[config.mk]
export PLATFORM = sky130hd
export DESIGN_NAME = botao_debounce
export DESIGN_NICKNAME = d
export VERILOG_FILES = /design/src/rtl/botao_debounce.sv
export SDC_FILE = /design/constraint.sdc
export NUM_CORES = 1
export LEC_CHECK = 0
export BUFFER_PORTS_ARGS = -buffer_cell sky130_fd_sc_hd__buf_2
export CAP_MARGIN = 20
export CORE_MARGIN = 2
export CORE_UTILIZATION = 59
export CTS_CLUSTER_DIAMETER = 200
export DETAILED_ROUTE_END_ITERATION = 8
export PLACE_DENSITY = 0.76
export SLEW_MARGIN = 20
export SYNTH_ARGS = -nofsm -noshare
export SYNTH_HDL_FRONTEND = slang
export SYNTH_SLANG_ARGS = --single-unit
export TNS_END_PERCENT = 50
[constraint.sdc]
create_clock -name clk -period 12.75 [get_ports clk]
set_input_delay 0.6375 -clock clk [delete_from_list [all_inputs] [get_ports clk]]
set_output_delay 0.6375 -clock clk [all_outputs]
set_load 0.03 [all_outputs]
[src/rtl/botao_debounce.sv]
// Multi-channel push-button conditioner: synchroniser, debounce filter,
// and registered press / release / long-press one-cycle pulses.
module botao_debounce #(
    parameter int N_CANAIS     = 4,
    parameter int DEB_CICLOS   = 500000,
    parameter int LONGO_CICLOS = 50000000
) (
    input  logic                clk,
    input  logic                reset,
    input  logic [N_CANAIS-1:0] botoes,
    input  logic                habilita,
    output logic [N_CANAIS-1:0] estado,
    output logic [N_CANAIS-1:0] pulso,
    output logic [N_CANAIS-1:0] solto,
    output logic [N_CANAIS-1:0] longo
);

    localparam int DW = (DEB_CICLOS > 1) ? $clog2(DEB_CICLOS) : 1;
    localparam int LW = (LONGO_CICLOS > 1) ? $clog2(LONGO_CICLOS) : 1;
    localparam logic [DW-1:0] DEB_MAX = DW'(DEB_CICLOS - 1);
    localparam logic [LW-1:0] LONGO_MAX = LW'(LONGO_CICLOS - 1);

    logic [N_CANAIS-1:0] sync1;
    logic [N_CANAIS-1:0] s;
    logic [N_CANAIS-1:0] fired;
    logic [N_CANAIS-1:0] deb_done;
    logic [N_CANAIS-1:0] hold_done;
    logic [DW-1:0]       deb_cnt  [N_CANAIS];
    logic [LW-1:0]       hold_cnt [N_CANAIS];

    always_comb begin
        deb_done  = '0;
        hold_done = '0;
        for (int i = 0; i < N_CANAIS; i++) begin
            deb_done[i]  = (s[i] != estado[i]) && (deb_cnt[i] == DEB_MAX);
            hold_done[i] = estado[i] && !fired[i] && (hold_cnt[i] == LONGO_MAX);
        end
    end

    always_ff @(posedge clk or posedge reset) begin
        if (reset) begin
            sync1  <= '0;
            s      <= '0;
            fired  <= '0;
            estado <= '0;
            pulso  <= '0;
            solto  <= '0;
            longo  <= '0;
            for (int i = 0; i < N_CANAIS; i++) begin
                deb_cnt[i]  <= '0;
                hold_cnt[i] <= '0;
            end
        end else begin
            sync1 <= botoes;
            s     <= sync1;
            pulso <= {N_CANAIS{habilita}} & deb_done & s;
            solto <= {N_CANAIS{habilita}} & deb_done & ~s;
            longo <= {N_CANAIS{habilita}} & hold_done;
            for (int i = 0; i < N_CANAIS; i++) begin
                if (s[i] == estado[i] || deb_done[i]) begin
                    deb_cnt[i] <= '0;
                end else begin
                    deb_cnt[i] <= deb_cnt[i] + DW'(1);
                end
                if (deb_done[i]) begin
                    estado[i] <= s[i];
                end
                // hold counter parks once fired so longo fires once per press
                if (!estado[i]) begin
                    hold_cnt[i] <= '0;
                    fired[i]    <= 1'b0;
                end else if (hold_done[i]) begin
                    fired[i] <= 1'b1;
                end else if (!fired[i]) begin
                    hold_cnt[i] <= hold_cnt[i] + LW'(1);
                end
            end
        end
    end

endmodule

# Yosys cells after proc, flatten, opt, wreduce, memory -nomap -nowiden
# Cells that the tools add are included.
op_classes:
  add_sub_neg: 8
  eq_ne: 28
  reduce_logical: 24
  bitwise: 5
  n_mux: 24
op_table:
  columns: ["op", "n"]
  rows:
  - ["$mux 26", 12]
  - ["$add 26x1->26 const B", 4]
  - ["$eq 26x26->1 const B", 4]
  - ["$add 19x1->19 const B", 4]
  - ["$eq 19x19->1 const B", 4]
  - ["$mux 19", 4]
  - ["$and 4x4->4", 4]
  - ["$ne 2x2->1 const B", 8]
  - ["$logic_and 1x1->1", 12]
  - ["$mux 1", 8]
  - ["$ne 2x1->1 const B", 4]
  - ["$reduce_and 2->1", 4]
  - ["$eq 1x1->1", 4]
  - ["$logic_not 1->1", 4]
  - ["$logic_or 1x1->1", 4]
  - ["$ne 1x1->1", 4]
  - ["$not 4->4", 1]
word_totals:
  inputBits: 7
  reg_bits: 208

# Depth between registers and ports, before layout
# Gate-level depths: netlist of run 1.
depth:
  word_depth: 5
  depth_mapped: 10
  ltp_nobuf: 8

# Worst setup path after synthesis of run 1
# OpenSTA, ideal clock, no wires.
synth_timing:
  path_type: "register to register"
  start: "register estado[1]"
  end: "register hold_cnt[63] in the netlist's numbering"
  n_path_buf: 3
  t_arrival_ns: 2.212
  slack_ns: 10.417
  setup_ns: 0.121
  stages_incl_launch_ff: 8
  required_ns: 12.629
  cell_sequence: "dfrtp_1 > clkbuf_1 > nor4b_1 > nand4_1 > o41a_1 > clkbuf_1 > clkbuf_1 > a22o_1"
synth_between:
  elab_chain_cells: 4
  elab_cells_between_ends: 6
  cone_classes: "eq/ne (2); mux (1); reduce/logical (3)"
synth_rtl:
  columns: ["element", "line_no", "rtl"]
  rows:
  - ["start: declaration", "12", "output logic [N_CANAIS-1:0] estado,"]
  - ["start signal: indexed assignment", "66", "estado[i] <= s[i];"]
  - ["$logic_and 1x1->1 (2 in a row)", "36", "hold_done[i] = estado[i] && !fired[i] && (hold_cnt[i] == LONGO_MAX);"]
  - ["$ne 2x2->1 (no source line)", null, null]
  - ["$reduce_and 2->1 (no source line)", null, null]
  - ["end signal: indexed assignment", "75", "hold_cnt[i] <= hold_cnt[i] + LW'(1);"]
  - ["end: declaration", "29", "logic [LW-1:0] hold_cnt [N_CANAIS];"]
# Several ways; a longest one is shown, not always the timed one.
# A chain may end at the register's enable or synchronous reset.

# Worst setup path after layout of run 1
layout_timing:
  start: "register estado[1]"
  end: "register hold_cnt[76] in the netlist's numbering"
# The elaborated chain is that of the path after synthesis.

==> impl_summary.log, run 1 <==
INFO  metric setup_violations = 0
INFO  metric die_area = 18800 um^2
INFO  metric p_per_area = 120 nW/um^2
INFO  metric core_area = 17300 um^2
INFO  metric clockBufferDepth = 3
INFO  metric flow.area_growth_from_synthesis = 10.1%
INFO  metric detail_route.wirelength = 21100 um
INFO  metric ys_seq_elements = 208
INFO  metric detail_route.iter0.violations = 557
INFO  metric final_max_slew_viol_count = 0
INFO  metric detail_route.vias_per_cell = 5.92
INFO  metric timing.max_cap.violations = 0
INFO  metric gpl.final_weighted_congestion = 0.851
INFO  metric fp.dieW = 137 um
INFO  metric worst_setup_path_end_kind = flop
INFO  metric vias_in_the_first_global_route = 7730
INFO  metric number_of_buffers_added_by_the_clock_tree_synthesis_step = 23
INFO  metric worst_r2r_startpoint = estado[1]$_DFFE_PP0P_
INFO  metric yosysWarningCount = 0
INFO  metric synth.distinct_cells = 60
INFO  metric critical_path_class = flop to flop
INFO  metric root_buffer = clkbuf_16
INFO  metric drt_pass1_iterations = 6
INFO  metric hold_class = primary input to flop
INFO  metric cts_hold_repair.buffers = 0
INFO  metric grt.overflow.total = 0
INFO  metric final_hold_viol_count = 0
INFO  metric synthCells = 1114
INFO  metric n_antenna_cell = 0
INFO  metric synthFlopType = dfrtp_1
INFO  metric max_slew_margin = 27.2%
INFO  metric max_clock_freq = 0.369 GHz
INFO  metric maximum_number_of_pins_on_one_net_before_global_route_repair = 140
INFO  metric timing.critical_path.required = 13.14 ns
INFO  metric shortest_clock_period_the_worst_path_allows_after_layout = 2.71 ns
INFO  metric totalNegativeSetupSlack = 0 ns
INFO  metric tritoncts_clock_tree = built
INFO  metric cell_count_after_placement = 1322
INFO  metric cp-startpoint = estado[1]$_DFFE_PP0P_
INFO  metric dr_drc_count = 0
INFO  metric cts.repair_timing.setup_buffer_count = 0
INFO  metric timing.critical_path.arrival = 3.09 ns
INFO  metric cellLeakagePower = 4.76 nW
INFO  metric synthesis.nets = 1129
INFO  metric path_max_fanout = 27
INFO  metric average_footprint_of_a_synthesized_cell = 9.39 um^2
INFO  metric io_buffer_count = 22
INFO  metric max_vdd_drop = 0.112 mV
INFO  metric synth_sequential_area_ratio = 49.8%
INFO  metric max_slew.worst_pin.slew = 1.09 ns
INFO  metric detail-route-antenna-nets = 0
INFO  metric grt_antenna_before_repair = 0
INFO  metric gr-usage-all-layers = 23.8%
INFO  metric die-height = 137 um
INFO  metric drive_gt1_share = 7.73%
INFO  metric outcome = finished clean
INFO  metric syn-cell-area = 10500 um^2
INFO  metric fin_crit_sh = 21.2%
INFO  metric min-delay-start = botoes[3]
INFO  metric clk_pin_slew = 0.06 ns
INFO  metric final.setup_skew = 0.0140 ns
INFO  metric stdcell_count = 1363
INFO  metric dpl.hpwl = 13600 um
INFO  metric rsz0062_at_grt = false
INFO  metric num-nets-final = 1137
INFO  metric postSynth.asyncResetShare = 100%
INFO  metric clock_latency = 0.51 ns
INFO  metric rows = 48
INFO  metric worst_setup_path_start_kind = flop
INFO  metric htree_num_levels = 1
INFO  metric start_util = 60.5%
INFO  metric io-pin-count = 23
INFO  metric clock-sinks = 208
INFO  metric global_route_wire_length_before_repair = 37000 um
INFO  metric cts_repair_resize_count = 0
INFO  metric detailroute.via_count = 8075
INFO  metric number_of_synthesized_flops_with_an_enable_pin = 0
INFO  metric route.detailed.wl_per_inst = 15.4 um
-- worst max-delay path: stages, from the launching register on --
cell	delay (ns)
dfrtp_1	0.82
nor4b_1	0.31
nand4_1	0.19
nor4_1	0.55
a21oi_2	0.20
inv_2	0.29
or4b_1	0.15
nand3_1	0.07
-- kinds of logic (layout without fill, tap and decap cells) --
logic type	after synthesis	after routing	synth area share, %
AO/OA/AOI/OAI	176	176	10.4
XOR/XNOR	95	95	7.96
adder cells (fa/ha/maj)	8	8	0.957
buffers and inverters	76	100	2.86
flip-flops	208	208	49.8
multiplexers	9	9	0.897
AND/OR/NAND/NOR	542	542	27.1
-- worst paths after layout --
path	cells past startpoint	slack (ns)	endpoint
max reg2reg	7	10.04	hold_cnt[76]$_DFFE_PP0P_
max	7	10.04	hold_cnt[76]$_DFFE_PP0P_
min in group asynchronous	2	0.33	hold_cnt[100]$_DFFE_PP0P_
min reg2reg	0	0.34	s[1]$_DFF_PP0_
min	1	0.23	sync1[3]$_DFF_PP0_
max in group asynchronous	3	10.99	deb_cnt[52]$_DFF_PP0_
-- metal layers --
| layer | up-vias | part of all wire [%] | wire length [um] | GRT usage, % |
|---|---|---|---|---|
| met5 | - | 0 | 0 | 0 |
| met2 | 147 | 46 | 9750 | 37.5 |
| met3 | 29 | 4.4 | 928 | 4.04 |
| li1 | 4006 | - | - | - |
| met1 | 3893 | 48 | 10000 | 34.5 |
| met4 | 0 | 1.8 | 376 | 5.67 |
-- area by class of cell --
| class | count | area [um^2] |
|---|---|---|
| fillers | 1394 | 5790 |
| flip-flops and latches | 208 | 5200 |
| multi-input cells | 830 | 4960 |
| clock buffers | 34 | 687 |
| well taps | 225 | 282 |
| inverters | 34 | 135 |
| repair buffers | 25 | 133 |
| clock inverters | 7 | 110 |
-- cell usage after synthesis, types with 3 or more instances --
| cell type | count | area [um^2] |
|---|---|---|
| ha_1 | 8 | 100 |
| nand2b_1 | 12 | 75.1 |
| nand3b_1 | 7 | 52.6 |
| nor4bb_1 | 3 | 30.0 |
| mux2i_1 | 6 | 60.1 |
| a31oi_1 | 44 | 275 |
| a21o_1 | 3 | 22.5 |
| clkbuf_1 | 34 | 128 |
| inv_1 | 29 | 109 |
| nor3b_1 | 7 | 52.6 |
| nand3_1 | 78 | 390 |
| and4_1 | 11 | 96.3 |
| o21ai_0 | 39 | 195 |
| nor3_1 | 29 | 145 |
| a21oi_1 | 41 | 205 |
| nand4_1 | 47 | 294 |
| o31ai_1 | 10 | 75.1 |
| or4_1 | 6 | 45.0 |
| and3_1 | 25 | 156 |
| mux2_2 | 3 | 33.8 |
| dfrtp_1 | 208 | 5200 |
| nor4b_1 | 8 | 70.1 |
| nor2b_1 | 6 | 37.5 |
| nand4b_1 | 8 | 70.1 |
| or3_1 | 12 | 75.1 |
| nand2_1 | 97 | 364 |
| and2_1 | 14 | 87.6 |
| a22o_1 | 12 | 105 |
| nor4_1 | 19 | 119 |
| xnor2_1 | 44 | 385 |
| or2_2 | 8 | 50.1 |
| buf_2 | 5 | 25.0 |
| inv_2 | 4 | 15.0 |
| xor2_1 | 51 | 447 |
| o21ai_1 | 9 | 45.0 |
| nor2_1 | 134 | 503 |
-- power by group --
part	total [W]	switching, W	internal [W]	leakage [nW]
combinational	0.0000246	0.0000196	0.00000498	1.49
clock	0.000689	0.000258	0.000431	0.397
sequential	0.000669	0.00000413	0.000665	2.88
total	0.00138	0.000282	0.00110	4.76
-- flip-flops by register name (all words and copies together) (netlist names) --
| signal | count |
|---|---|
| deb_cnt | 76 |
| estado | 4 |
| fired | 4 |
| hold_cnt | 104 |
| longo | 4 |
| pulso | 4 |
| s | 4 |
| solto | 4 |
| sync1 | 4 |
-- through the flow --
stage               utilization (%)  total power [W]  setup slack (ns)  hold slack [ns]  cell area (um^2)
floorplan                         -         0.000699              6.43            0.331             10500
global placement               61.9         0.000706             10.18            0.335             10700
detailed placement             61.9         0.000707             10.09            0.336             10700
CTS                            66.5          0.00140             10.09            0.220             11500
global route                   66.5          0.00143              9.77            0.216             11500
finish                         66.5          0.00138             10.04            0.235             11500
-- placed cells by master, fill, tap and decap left out, drive strengths merged, types with 34 or more instances in the layout --
cell      n
nor2    135
a21oi    43
nand2    97
a31oi    44
o21ai    48
clkbuf   34
xor2     51
nand3    78
nand4    48
dfrtp   208
xnor2    44
Note: power is estimated with default switching activity, not from simulation.
==> run 2: changes to the inputs <==
==> constraint.sdc (replaced) <==
create_clock -name clk -period 2.5 [get_ports clk]
set_input_delay 0.125 -clock clk [delete_from_list [all_inputs] [get_ports clk]]
set_output_delay 0.125 -clock clk [all_outputs]
set_load 0.03 [all_outputs]
==> run 2 against run 1 <==
  * Clock-buffer cell count rose by 3
  * Fmax up 14%
  * Critical path depth decreased by 1
  * Cell count increased by 3.2%
  * Design area is 3.5% higher
  * Largest cell class unchanged
==> impl_summary.log, run 2 (same netlist as run 1, synthesis figures left out) <==
INFO  metric outcome = finished clean
INFO  metric clock-sinks = 208
INFO  metric detailroute.via_count = 8363
INFO  metric critPathBufInv = 1
INFO  metric final.setup_skew = 0.00769 ns
INFO  metric start_util = 60.5%
INFO  metric clk_pin_slew = 0.06 ns
INFO  metric fp.dieW = 137 um
INFO  metric cell_count_after_placement = 1358
INFO  metric fin_hold_ws = 0.0223 ns
INFO  metric critical_path_cell_by_cell = or4_1 > nor4_1 > a21oi_1 > buf_4 > a21oi_1 > mux2i_1
INFO  metric power.sequential.fraction = 47.8%
INFO  metric max_clock_freq = 0.420 GHz
INFO  metric max_slew_margin = 41.3%
INFO  metric number_of_buffers_added_by_the_clock_tree_synthesis_step = 24
INFO  metric switching_share = 20.6%
INFO  metric dr_drc_count = 0
INFO  metric worst_setup_path_end_kind = flop
INFO  metric reg_with_most_ffs = hold_cnt
INFO  metric shortest_clock_period_the_worst_path_allows_after_layout = 2.38 ns
INFO  metric detail_route.iter0.violations = 586
INFO  metric timing.critical_path.max_delay_family = simple AND/OR/NAND/NOR gates
INFO  metric timing.critical_path.arrival = 2.76 ns
INFO  metric dpl.hpwl = 14500 um
INFO  metric pwr-share-clk = 50.1%
INFO  metric stdcell_count = 1407
INFO  metric clockBufferDepth = 3
INFO  metric grt_antenna_before_repair = 0
INFO  metric clock_latency = 0.51 ns
INFO  metric power.net_switching = 0.00147 W
INFO  metric detail_route.vias_per_cell = 5.94
INFO  metric final_hold_viol_count = 0
INFO  metric placedInstanceArea = 11000 um^2
INFO  metric cellLeakagePower = 4.99 nW
INFO  metric rows = 48
INFO  metric final_max_slew_viol_count = 0
INFO  metric cts.repair_timing.setup_buffer_count = 0
INFO  metric setup_slack = 0.121 ns
INFO  metric max_slew.worst_pin.slew = 0.878 ns
INFO  metric pre_cts_slack = 0.177 ns
INFO  metric n_antenna_cell = 0
INFO  metric die_area = 18800 um^2
INFO  metric grt.overflow.total = 0
INFO  metric gpl.final_weighted_congestion = 0.892
INFO  metric fin_area = 11900 um^2
INFO  metric cp_common_cell = a21oi_1
INFO  metric detail_route.wirelength = 22100 um
INFO  metric timing.critical_path.required = 2.88 ns
INFO  metric timing.max_cap.violations = 0
INFO  metric rsz0062_at_grt = false
INFO  metric power_frac_comb = 2.1%
INFO  metric final_common_cell = dfrtp_1
INFO  metric largest_reg_flops = 104
INFO  metric gr-usage-all-layers = 24.0%
INFO  metric mostFrequentLayoutCells = dfrtp_1, nor2_1, nand2_1
INFO  metric flow.area_growth_from_synthesis = 13.9%
INFO  metric detail-route-antenna-nets = 0
INFO  metric drt_pass1_iterations = 5
INFO  metric finalCoreUtilization = 68.8%
INFO  metric htree_num_levels = 1
INFO  metric global_route_wire_length_before_repair = 37100 um
INFO  metric tritoncts_clock_tree = built
INFO  metric p_per_area = 600 nW/um^2
INFO  metric worst_setup_path_start_kind = flop
INFO  metric maximum_number_of_pins_on_one_net_before_global_route_repair = 44
INFO  metric critical_path_class = flop to flop
INFO  metric critical-path-slowest-cell = or4_1
INFO  metric internal-power = 0.00567 W
INFO  metric setup_violations = 0
INFO  metric path_max_fanout = 12
INFO  metric drive_gt1_share = 10.7%
INFO  metric hold_class = primary input to flop
INFO  metric top_registers = hold_cnt x104, deb_cnt x76
INFO  metric root_buffer = clkbuf_16
INFO  metric route.detailed.wl_per_inst = 15.7 um
INFO  metric fin_crit_sh = 95.2%
INFO  metric io-pin-count = 23
INFO  metric vias_in_the_first_global_route = 7826
INFO  metric io_buffer_count = 22
INFO  metric num-nets-final = 1179
INFO  metric largest_stage_delay_on_the_critical_path = 0.55 ns
INFO  metric core_area = 17300 um^2
INFO  metric die-height = 137 um
INFO  metric max_vdd_drop = 0.524 mV
==> run 2: cell count changes in the layout (fill, tap and decap cells not counted), moves of 2 or more <==
cell and change:
buf_12 +4, buf_4 +32, clkbuf_16 +2, clkinvlp_4 +2, dlygate4sd3_1 +5
==> run 2: worst min-delay path, stage by stage <==
cell and delay (ns):
buf_2 0.20, nand2_1 0.11, nor3b_1 0.05
==> run 2: worst paths after layout <==
| path | startpoint | to | slack (ns) | cells past startpoint |
|---|---|---|---|---|
| max in group asynchronous | reset | fired[3]$_DFFE_PP0P_ | 1.39 | 4 |
| min in group asynchronous | reset | sync1[1]$_DFF_PP0_ | 0.34 | 3 |
| worst min-delay path | habilita | pulso[1]$_DFF_PP0_ | 0.02 | 3 |
| worst max-delay path | hold_cnt[8]$_DFFE_PP0P_ | hold_cnt[21]$_DFFE_PP0P_ | 0.12 | 6 |
| worst max register to register | hold_cnt[8]$_DFFE_PP0P_ | hold_cnt[21]$_DFFE_PP0P_ | 0.12 | 6 |
| worst min register to register | sync1[0]$_DFF_PP0_ | s[0]$_DFF_PP0_ | 0.35 | 0 |
==> run 2: area by class of cell <==
type	instances	area (um^2)
fill	1338	5390
sequential	208	5200
multi-input combinational	830	4960
clock buffer	37	741
timing repair buffer	66	503
tap	225	282
inverter	34	131
clock inverter	7	87.6
==> run 2: power by group through the flow <==
stage          Sequential [W]  Combinational, W  Clock (W)
6_report              0.00341          0.000152    0.00358
5_1_grt               0.00341          0.000179    0.00378
4_1_cts               0.00341          0.000159    0.00366
3_5_place_dp          0.00347          0.000150          0
3_3_place_gp          0.00347          0.000148          0
2_1_floorplan         0.00347         0.0000972          0
==> run 2: stage by stage <==
stage | setup TNS [ns] | total power (W)
final | 0 | 0.00715
after global routing | 0 | 0.00738
after detailed placement | 0 | 0.00362
after floorplan | -67.65 | 0.00357
after global placement | 0 | 0.00362
after CTS | 0 | 0.00723
==> run 2: what timing repair did <==
item                      in CTS  in global routing
hold endpoints to repair      34                  0
resized for setup              0                  0
hold buffers                   5                  0
==> run 2: routing by layer <==
layer  share of wire, %  vias up  track usage [%]
li1                   -     4095                -
met1                 47     4027             34.6
met4                2.1        0             7.27
met3                4.7       46             3.41
met2                 46      195             37.8
met5                  0        -                0
